[config.mk]
export PLATFORM = sky130hd
export DESIGN_NAME = relu_drain_flat
export DESIGN_NICKNAME = d
export VERILOG_FILES = /design/src/rtl/relu_drain_if.sv /design/src/rtl/relu_drain.sv /design/src/flat_wrapper.sv
export SDC_FILE = /design/constraint.sdc
export NUM_CORES = 1
export LEC_CHECK = 0
export CORE_MARGIN = 2
export CORE_UTILIZATION = 30
export DETAILED_ROUTE_END_ITERATION = 12
export PLACE_DENSITY = 0.68
export SYNTH_ARGS = -nofsm -noshare
export SYNTH_HDL_FRONTEND = slang
export SYNTH_SLANG_ARGS = --single-unit
[constraint.sdc]
create_clock -name clk -period 2.1 [get_ports clk]
set_clock_uncertainty 0.05 [all_clocks]
set_input_delay 0.42 -clock clk [delete_from_list [all_inputs] [get_ports clk]]
set_output_delay 0.42 -clock clk [all_outputs]
set_load 0.02 [all_outputs]
[src/rtl/relu_drain_if.sv]
// Output stream of the ReLU drain: one neuron (four requantized values) per beat,
// transferred on out_valid & out_ready.
interface relu_drain_if #(
    parameter int OUT_SIZE = 8
);
    logic                       out_valid;
    logic                       out_ready;
    logic [1:0]                 out_idx;
    logic signed [OUT_SIZE-1:0] out_d0;
    logic signed [OUT_SIZE-1:0] out_d1;
    logic signed [OUT_SIZE-1:0] out_d2;
    logic signed [OUT_SIZE-1:0] out_d3;

    modport master (
        output out_valid, out_idx, out_d0, out_d1, out_d2, out_d3,
        input  out_ready
    );

    modport slave (
        input  out_valid, out_idx, out_d0, out_d1, out_d2, out_d3,
        output out_ready
    );
endinterface

[src/rtl/relu_drain.sv]
// Captures a 4x4 ReLU result block on a relu_ready rising edge, requantizes it
// (shift then saturate) and streams it out one neuron per beat.
module relu_drain #(
    parameter int RELU4_SIZE = 21,
    parameter int OUT_SIZE   = 8,
    parameter int SHIFT      = 4
) (
    input  logic                         clk,
    input  logic                         rst_n,
    input  logic                         relu_ready,
    input  logic signed [RELU4_SIZE-1:0] in0_n0,
    input  logic signed [RELU4_SIZE-1:0] in1_n0,
    input  logic signed [RELU4_SIZE-1:0] in2_n0,
    input  logic signed [RELU4_SIZE-1:0] in3_n0,
    input  logic signed [RELU4_SIZE-1:0] in0_n1,
    input  logic signed [RELU4_SIZE-1:0] in1_n1,
    input  logic signed [RELU4_SIZE-1:0] in2_n1,
    input  logic signed [RELU4_SIZE-1:0] in3_n1,
    input  logic signed [RELU4_SIZE-1:0] in0_n2,
    input  logic signed [RELU4_SIZE-1:0] in1_n2,
    input  logic signed [RELU4_SIZE-1:0] in2_n2,
    input  logic signed [RELU4_SIZE-1:0] in3_n2,
    input  logic signed [RELU4_SIZE-1:0] in0_n3,
    input  logic signed [RELU4_SIZE-1:0] in1_n3,
    input  logic signed [RELU4_SIZE-1:0] in2_n3,
    input  logic signed [RELU4_SIZE-1:0] in3_n3,
    input  logic                         clr_ovf,
    relu_drain_if.master                 bus,
    output logic                         busy,
    output logic                         done,
    output logic                         overflow
);

    typedef enum logic {IDLE, SEND} state_t;

    localparam logic signed [RELU4_SIZE-1:0] Q_MAX = RELU4_SIZE'((1 << (OUT_SIZE - 1)) - 1);

    state_t                       state_q, state_d;
    logic [1:0]                   k_q, k_d;
    logic                         relu_ready_q;
    logic                         rise;
    logic                         capture;
    logic                         ovf_set;
    logic                         done_d, done_q;
    logic                         overflow_q;
    logic                         sending;
    logic signed [RELU4_SIZE-1:0] in_arr [4][4];
    logic signed [RELU4_SIZE-1:0] buf_q  [4][4];

    // in_arr / buf_q are indexed [neuron][output]
    assign in_arr[0][0] = in0_n0;
    assign in_arr[0][1] = in1_n0;
    assign in_arr[0][2] = in2_n0;
    assign in_arr[0][3] = in3_n0;
    assign in_arr[1][0] = in0_n1;
    assign in_arr[1][1] = in1_n1;
    assign in_arr[1][2] = in2_n1;
    assign in_arr[1][3] = in3_n1;
    assign in_arr[2][0] = in0_n2;
    assign in_arr[2][1] = in1_n2;
    assign in_arr[2][2] = in2_n2;
    assign in_arr[2][3] = in3_n2;
    assign in_arr[3][0] = in0_n3;
    assign in_arr[3][1] = in1_n3;
    assign in_arr[3][2] = in2_n3;
    assign in_arr[3][3] = in3_n3;

    // Negative values (impossible after ReLU, kept defensive) clamp to zero.
    function automatic logic signed [OUT_SIZE-1:0] requant(input logic signed [RELU4_SIZE-1:0] x);
        logic signed [RELU4_SIZE-1:0] t;
        t = x >>> SHIFT;
        if (t[RELU4_SIZE-1])
            return '0;
        else if (t > Q_MAX)
            return Q_MAX[OUT_SIZE-1:0];
        else
            return t[OUT_SIZE-1:0];
    endfunction

    assign rise = relu_ready & ~relu_ready_q;

    // NOTE: every signal written here gets a default first, so no path leaves it unassigned and no latch is inferred.
    always_comb begin
        state_d = state_q;
        k_d     = k_q;
        done_d  = 1'b0;
        capture = 1'b0;
        ovf_set = 1'b0;
        case (state_q)
            IDLE: begin
                if (rise) begin
                    capture = 1'b1;
                    state_d = SEND;
                    k_d     = 2'd0;
                end
            end
            SEND: begin
                ovf_set = rise;
                if (bus.out_ready) begin
                    if (k_q == 2'd3) begin
                        state_d = IDLE;
                        k_d     = 2'd0;
                        done_d  = 1'b1;
                    end else begin
                        k_d = k_q + 2'd1;
                    end
                end
            end
            default: state_d = IDLE;
        endcase
    end

    // NOTE: the capture buffer is reset along with the control state so out_d reads zero after reset; 16 words is small enough to keep in flops.
    always_ff @(posedge clk or negedge rst_n) begin
        if (!rst_n) begin
            state_q      <= IDLE;
            k_q          <= 2'd0;
            relu_ready_q <= 1'b0;
            done_q       <= 1'b0;
            overflow_q   <= 1'b0;
            for (int n = 0; n < 4; n++)
                for (int j = 0; j < 4; j++)
                    buf_q[n][j] <= '0;
        end else begin
            state_q      <= state_d;
            k_q          <= k_d;
            relu_ready_q <= relu_ready;
            done_q       <= done_d;
            if (ovf_set)
                overflow_q <= 1'b1;
            else if (clr_ovf)
                overflow_q <= 1'b0;
            if (capture)
                buf_q <= in_arr;
        end
    end

    // Beat outputs are decoded from registers only, so they cannot move while a beat waits.
    assign sending       = (state_q == SEND);
    assign bus.out_valid = sending;
    assign bus.out_idx   = k_q;
    assign bus.out_d0    = sending ? requant(buf_q[k_q][0]) : '0;
    assign bus.out_d1    = sending ? requant(buf_q[k_q][1]) : '0;
    assign bus.out_d2    = sending ? requant(buf_q[k_q][2]) : '0;
    assign bus.out_d3    = sending ? requant(buf_q[k_q][3]) : '0;
    assign busy          = sending;
    assign done          = done_q;
    assign overflow      = overflow_q;

endmodule

[src/flat_wrapper.sv]
// flat-port wrapper written by rule: the top's interface ports become plain ports
module relu_drain_flat 
#(
    parameter int RELU4_SIZE = 21,
    parameter int OUT_SIZE   = 8,
    parameter int SHIFT      = 4
)
  (clk, rst_n, relu_ready, in0_n0, in1_n0, in2_n0, in3_n0, in0_n1, in1_n1, in2_n1, in3_n1, in0_n2, in1_n2, in2_n2, in3_n2, in0_n3, in1_n3, in2_n3, in3_n3, clr_ovf, busy, done, overflow, bus_out_valid, bus_out_idx, bus_out_d0, bus_out_d1, bus_out_d2, bus_out_d3, bus_out_ready);
  relu_drain_if #(.OUT_SIZE(OUT_SIZE)) bus_i ();
  input  logic clk;
  input  logic rst_n;
  input  logic relu_ready;
  input  logic signed [RELU4_SIZE-1:0] in0_n0;
  input  logic signed [RELU4_SIZE-1:0] in1_n0;
  input  logic signed [RELU4_SIZE-1:0] in2_n0;
  input  logic signed [RELU4_SIZE-1:0] in3_n0;
  input  logic signed [RELU4_SIZE-1:0] in0_n1;
  input  logic signed [RELU4_SIZE-1:0] in1_n1;
  input  logic signed [RELU4_SIZE-1:0] in2_n1;
  input  logic signed [RELU4_SIZE-1:0] in3_n1;
  input  logic signed [RELU4_SIZE-1:0] in0_n2;
  input  logic signed [RELU4_SIZE-1:0] in1_n2;
  input  logic signed [RELU4_SIZE-1:0] in2_n2;
  input  logic signed [RELU4_SIZE-1:0] in3_n2;
  input  logic signed [RELU4_SIZE-1:0] in0_n3;
  input  logic signed [RELU4_SIZE-1:0] in1_n3;
  input  logic signed [RELU4_SIZE-1:0] in2_n3;
  input  logic signed [RELU4_SIZE-1:0] in3_n3;
  input  logic clr_ovf;
  output logic busy;
  output logic done;
  output logic overflow;
  output wire logic [$bits(bus_i.out_valid)-1:0] bus_out_valid;
  output wire logic [$bits(bus_i.out_idx)-1:0] bus_out_idx;
  output wire logic [$bits(bus_i.out_d0)-1:0] bus_out_d0;
  output wire logic [$bits(bus_i.out_d1)-1:0] bus_out_d1;
  output wire logic [$bits(bus_i.out_d2)-1:0] bus_out_d2;
  output wire logic [$bits(bus_i.out_d3)-1:0] bus_out_d3;
  input wire logic [$bits(bus_i.out_ready)-1:0] bus_out_ready;
  assign bus_out_valid = bus_i.out_valid;
  assign bus_out_idx = bus_i.out_idx;
  assign bus_out_d0 = bus_i.out_d0;
  assign bus_out_d1 = bus_i.out_d1;
  assign bus_out_d2 = bus_i.out_d2;
  assign bus_out_d3 = bus_i.out_d3;
  assign bus_i.out_ready = bus_out_ready;
  relu_drain #(.RELU4_SIZE(RELU4_SIZE), .OUT_SIZE(OUT_SIZE), .SHIFT(SHIFT)) u_core (.clk(clk), .rst_n(rst_n), .relu_ready(relu_ready), .in0_n0(in0_n0), .in1_n0(in1_n0), .in2_n0(in2_n0), .in3_n0(in3_n0), .in0_n1(in0_n1), .in1_n1(in1_n1), .in2_n1(in2_n1), .in3_n1(in3_n1), .in0_n2(in0_n2), .in1_n2(in1_n2), .in2_n2(in2_n2), .in3_n2(in3_n2), .in0_n3(in0_n3), .in1_n3(in1_n3), .in2_n3(in2_n3), .in3_n3(in3_n3), .clr_ovf(clr_ovf), .bus(bus_i), .busy(busy), .done(done), .overflow(overflow));
endmodule
==> flow_metrics.py, run 1 <==
metrics = {
    "routing": {
        "drt_iter0_markers": 197,
        "dr.pass1.iters": 4,
        "vias_per_cell": 4.66,
        "wire_per_inst_microns": 19.1,
        "drc": 0,
        "finalWirelength_microns": 32700,
        "via_count": 7990,
        "postRouteAntennaNets": 0,
    },
    "placed_design": {
        "dpl_cell_area_sq_um": 16500,
        "dp_hpwl_microns": 24300,
        "pre_cts_ws_ps": -737,
        "gp_congestion": 0.796,
        "place.port_buffers": 310,
    },
    "synth": {
        "yosys.area_share.simple_pct": 3.22,
        "async_flop_share_pct": 100,
        "yosysSeqAreaShare_pct": 58.0,
        "syn_avg_cell_area_sq_um": 15.5,
        "synthAdderAreaFrac_pct": 0.104,
        "synthDistinctLibCells": 33,
        "netlist_instances": 773,
        "syn_area_sq_um": 12000,
        "synth-edff-count": 0,
        "synth_xor_area_share_pct": 0,
        "ys_warn_count": 0,
        "synthMuxAreaShare_pct": 32.4,
        "synth_ff_type": "dfrtp_1",
        "synth_top_family_by_area": "multiplexers",
        "synth-compound-area-share_pct": 3.44,
        "yosys_register_bits": 278,
    },
    "setup_path": {
        "critical_path.max_fanout": 7,
        "cp-end-kind": "primary output",
        "rr_startpoint": "u_core.bus.out_idx[0]",
        "r2r-end": "u_core.bus.out_idx[0]",
        "reg2reg_depth": 6,
        "crit_type": "register to primary output",
        "cp_data_required_time_ps": 1630,
        "startpoint_type": "register",
        "cp.arrival_ps": 2530,
        "rrSetupSlack_ps": 270,
    },
    "floorplanning": {
        "core_sq_um": 39600,
        "dieHeight_microns": 204,
        "io_pins": 379,
        "die_w_microns": 204,
        "start_util_pct": 30.3,
        "fp-row-count": 73,
        "die_area_sq_um": 41600,
    },
    "clock_tree": {
        "clock_path_buffers": 3,
        "numCtsBuffers": 31,
        "clk_pin_slew_ps": 60,
        "insertion_delay_ps": 560,
        "cts_sinks": 278,
        "clockRootBuffer": "clkbuf_16",
        "htreeDepth": 1,
        "cts_tree": "built",
    },
    "timing": {
        "max_freq_ghz": 0.334,
        "min_period_ps": 3000,
        "grt_setup_unrepaired": "yes",
        "slew_violations": 0,
        "period_share_pct": 143,
        "hold_viol": 0,
        "holdWs_ps": 293,
        "worst_slack_ps": -898,
        "setup_viol": 28,
    },
    "outcome": {
        "violations": "negative setup slack",
        "outcome": "complete, but fails checks",
    },
    "final_layout": {
        "synthToLayoutAreaGrowth_pct": 48.9,
        "register_area_sq_um": 6960,
        "multi_input_area_sq_um": 4990,
        "fill_cells": 3579,
        "final_area_sq_um": 17900,
        "final_nets": 1508,
        "drive_above_1_share_pct": 44.2,
    },
    "grt": {
        "grt_max_degree": 62,
        "overflow": 0,
        "grt_pass1_vias": 8783,
        "grt_usage_pct": 15.5,
        "grt_pass1_wl_microns": 49700,
        "antenna_found_initial": 2,
    },
    "min_path": {
        "worstHoldPathType": "primary input to async pin",
    },
    "pwr": {
        "vdd_drop_max_v": 0.00113,
        "fin_total_pwr_uw": 27200,
        "power_density_nw_per_um2": 1520,
        "p_leak_uw": 0.00736,
    },
    "run": {
        "cap_violations": 0,
    },
}
## where the power goes
group          internal [uW]  leakage, uW  switching, uW  total (uW)
sequential              8040      0.00335           1530        9570
combinational           7010      0.00348           4890       11900
clock                   3520     0.000525           2170        5690
total                  18600      0.00736           8590       27200
## layout make-up
cell class                 count  area share [%]
antenna                        1          0.0140
clock buffer                  45            4.97
clock inverter                10            1.00
inverter                       8           0.168
multi-input combinational    436            27.9
sequential                   278            39.0
tap                          525            3.68
timing repair buffer         411            23.3
## cell families after synthesis
logic type      after synthesis
fa+ha+maj                     1
mux                         308
compound gates               51
flops                       278
simple gates                 72
other cells                   1
buf+inv                      62
## layer usage
metal  part of all wire, %  GRT usage [%]  vias to the layer above  routed length [microns]
met3                   7.2           4.21                       45                     2350
met5                 0.055              0                        -                       18
met2                    49           26.3                      242                    15900
met1                    42           19.6                     4038                    13700
li1                      -              -                     3663                        -
met4                   2.3           3.73                        2                      769
## worst max-delay path by stage
| stage | startpoint | end | slack, ps | cells after the start |
|---|---|---|---|---|
| 6_report | u_core.bus.out_idx[0] | bus_out_d0[0] | -900 | 8 |
| 3_3_place_gp | u_core.bus.out_idx[0] | bus_out_d3[4] | -740 | 5 |
| 2_1_floorplan | u_core.bus.out_idx[0] | bus_out_d0[0] | -230 | 5 |
| 4_1_cts | u_core.bus.out_idx[0] | bus_out_d3[6] | -970 | 5 |
| 3_5_place_dp | u_core.bus.out_idx[0] | bus_out_d3[4] | -740 | 5 |
| 5_1_grt | u_core.bus.out_idx[0] | bus_out_d0[5] | -980 | 9 |
## cell usage in the layout (no fill, tap or decap), types with 4 or more instances in the layout
cell type / count
a31oi_2: 4
buf_12: 21
buf_2: 11
buf_4: 72
buf_6: 22
bufinv_16: 5
clkbuf_1: 8
clkbuf_16: 33
clkbuf_8: 6
clkdlybuf4s50_1: 276
clkinv_2: 4
conb_1: 4
dfrtp_1: 275
inv_1: 8
mux2_2: 272
mux4_2: 33
nand2_1: 8
nand3_1: 4
nor2_1: 14
nor3_1: 4
nor3_2: 5
nor3_4: 7
nor4_1: 15
o31a_1: 21
## worst max-delay path, stage by stage, from the launching register on
cell      delay (ps)
dfrtp_4          520
buf_6            150
buf_12           120
mux4_2           450
a211oi_4         270
buf_12           170
buf_6            100
a31oi_4           60
buf_6            140
## Yosys cell counts, types with 5 or more instances
master    number  share of area, %
nor2_1        14              0.44
nor3_1        13              0.54
a21oi_1        5              0.21
clkbuf_1       9              0.28
mux2_2       272                26
nor4_1        16              0.83
dfrtp_1      278                58
nand3_1        5              0.21
nor2b_1        5              0.26
mux4_2        32               6.0
buf_2         33               1.4
a31oi_1        7              0.36
inv_1          8              0.25
o31a_1        21               1.5
nand2_1        9              0.28
buf_4          7              0.44
## registers in the layout (all words and copies together) (netlist names)
name,count
u_core.buf_q,272
u_core.bus.out_idx,2
u_core.bus.out_valid,1
u_core.done,1
u_core.overflow,1
u_core.relu_ready_q,1
## through the flow
stage / std cells / utilization [%] / TNS (ps)
after CTS: 1710 / 44.3 / -24540
after global routing: 1714 / 45.1 / -25450
final: 1714 / 45.1 / -22800
after global placement: 1648 / 41.6 / -70610
after floorplan: 776 / - / -4640
after detailed placement: 1648 / 41.6 / -69380
## timing repair
action	4_1_cts	5_1_grt
buffers inserted	6	3
endpoints found under the hold margin	29	0
gates cloned	0	2
resized for setup	137	72
setup endpoints to repair	32	30
pin swaps	1	21
hold buffers	1	0
No activity file was read; power rests on OpenSTA's default activity.
==> run 2, diff against run 1 <==
--- a/config.mk
+++ b/config.mk
@@ -9,6 +9,7 @@
 export CORE_UTILIZATION = 30
 export DETAILED_ROUTE_END_ITERATION = 12
 export PLACE_DENSITY = 0.68
+export REMOVE_ABC_BUFFERS = 1
 export SYNTH_ARGS = -nofsm -noshare
 export SYNTH_HDL_FRONTEND = slang
 export SYNTH_SLANG_ARGS = --single-unit
==> constraint.sdc (replaced) <==
create_clock -name clk -period 2.1 [get_ports clk]
set_clock_uncertainty 0.05 [all_clocks]
set_input_delay 0.63 -clock clk [delete_from_list [all_inputs] [get_ports clk]]
set_output_delay 0.63 -clock clk [all_outputs]
set_load 0.02 [all_outputs]
==> run 2 against run 1 <==
The run still ends with negative setup slack left. Global-route usage decreased by 0.31 points. Sequential power is 0.6% lower. Critical path depth shrank 1. First-iteration DRC count rose by 22%. Utilization fell by 0.14 points. Clock power shrank 6.3%. Die area is the same. Power fell by 1.1%. Combinational power about the same. Fmax is 5.8% lower. Non-clock buffer count is 9 higher. Sequential share of layout area grew 0.13 points. Critical path type unchanged. Largest cell class unchanged.
==> flow_metrics.py, run 2 (synthesis gave the netlist of run 1 again) <==
metrics = {
    "setup_path": {
        "startpoint_type": "register",
        "cp_data_required_time_ps": 1420,
        "crit_type": "register to primary output",
        "cp.arrival_ps": 2500,
        "cp-end-kind": "primary output",
        "critical_path.max_fanout": 7,
    },
    "floorplanning": {
        "dieHeight_microns": 204,
        "io_pins": 379,
        "start_util_pct": 30.3,
        "core_sq_um": 39600,
        "die_area_sq_um": 41600,
        "die_w_microns": 204,
        "fp-row-count": 73,
    },
    "routing": {
        "postRouteAntennaNets": 0,
        "finalWirelength_microns": 31900,
        "wire_per_inst_microns": 18.5,
        "vias_per_cell": 4.62,
        "via_count": 7970,
        "dr.pass1.iters": 4,
        "drt_iter0_markers": 240,
        "drc": 0,
    },
    "clock_tree": {
        "htreeDepth": 1,
        "numCtsBuffers": 31,
        "clockRootBuffer": "clkbuf_16",
        "cts_sinks": 278,
        "clk_pin_slew_ps": 60,
        "insertion_delay_ps": 570,
        "cts_tree": "built",
        "clock_path_buffers": 3,
    },
    "final_layout": {
        "synthToLayoutAreaGrowth_pct": 48.5,
        "final_nets": 1517,
        "drive_above_1_share_pct": 44.3,
        "largest_reg_flops": 272,
        "final_cell_mix": "clkdlybuf4s50_1 (275), dfrtp_1 (275), mux2_2 (272), buf_4 (83), mux4_2 (33)",
        "largest_register": "u_core.buf_q",
        "final_area_sq_um": 17800,
    },
    "timing": {
        "slew_violations": 0,
        "worst_slack_ps": -1080,
        "grt_setup_unrepaired": "yes",
        "min_period_ps": 3180,
        "period_share_pct": 152,
        "max_freq_ghz": 0.314,
        "setup_viol": 30,
        "hold_viol": 0,
        "holdWs_ps": 443,
    },
    "grt": {
        "antenna_found_initial": 6,
        "grt_pass1_vias": 8774,
        "grt_max_degree": 45,
        "grt_pass1_wl_microns": 49000,
        "overflow": 0,
        "grt_usage_pct": 15.2,
    },
    "pwr": {
        "p_leak_uw": 0.00738,
        "vdd_drop_max_v": 0.00107,
        "power_density_nw_per_um2": 1510,
    },
    "outcome": {
        "violations": "negative setup slack",
        "outcome": "complete, but fails checks",
    },
    "placed_design": {
        "dpl_cell_area_sq_um": 16500,
        "gp_congestion": 0.765,
        "place.port_buffers": 310,
        "pre_cts_ws_ps": -1120,
        "dp_hpwl_microns": 23700,
    },
    "min_path": {
        "worstHoldPathType": "register to register",
    },
    "run": {
        "cap_violations": 0,
    },
}
==> run 2: cell count changes in the layout (fill, tap and decap cells not counted), sizes merged <==
| cell | change |
|---|---|
| dlymetal6s2s | -1 |
| clkbuf | +3 |
| bufinv | -4 |
| inv | +1 |
| buf | +13 |
| clkdlybuf4s50 | -1 |
| clkinv | -2 |
| diode | +1 |
==> run 2: area by class of cell <==
cell class	count	area, sq um
clock inverter	5	53.8
clock buffer	50	957
sequential	278	6970
fill	3545	21800
timing repair buffer	420	4240
antenna	2	5.00
multi-input combinational	436	4910
inverter	8	30.0
tap	525	657
==> run 2: power by group <==
part,switching [uW],internal (uW)
registers,1460,8040
logic,4880,7150
clock network,2130,3200
==> run 2: critical path, stage by stage (launching register included) <==
cell,delay (ps)
dfrtp_4,510
buf_12,160
buf_4,160
nor3_4,190
a211oi_2,70
a211o_4,360
o31a_1,330
buf_6,140
==> run 2: path summary, 6_finish.rpt <==
kind / startpoint / endpoint / slack, ps / depth (start not counted)
worst max register to register: u_core.bus.out_idx[0] / u_core.bus.out_idx[0] / 300 / 6
min in group asynchronous: rst_n / u_core.buf_q[75] / 540 / 2
worst min-delay path: u_core.buf_q[198] / u_core.buf_q[198] / 440 / 1
max in group asynchronous: rst_n / u_core.buf_q[268] / 820 / 3
worst min register to register: u_core.buf_q[198] / u_core.buf_q[198] / 440 / 1
worst max-delay path: u_core.bus.out_idx[0] / bus_out_d1[0] / -1080 / 7
==> run 2: stage by stage <==
stage	setup TNS [ps]	cells	power, uW	util [%]
global route	-30610	1723	28500	44.9
finish	-28080	1724	26900	44.9
CTS	-29810	1720	26700	44.5
global placement	-122370	1655	20700	41.5
floorplan	-3400060	722	16000	-
detailed placement	-124640	1655	21000	41.5
==> run 2: metal layers <==
metal	track usage (%)	routed length, microns	vias to the layer above
met1	20.2	14000	4018
met4	3.96	675	10
met2	24.5	15100	216
met5	0	62	-
li1	-	-	3671
met3	4.13	2100	55
==> run 2: timing repair <==
action	in CTS	in global routing
endpoints found under the setup margin	34	32
hold endpoints to repair	33	0
pin swaps	21	8
hold buffers	1	0
setup buffers	9	2
gates resized for setup	200	36
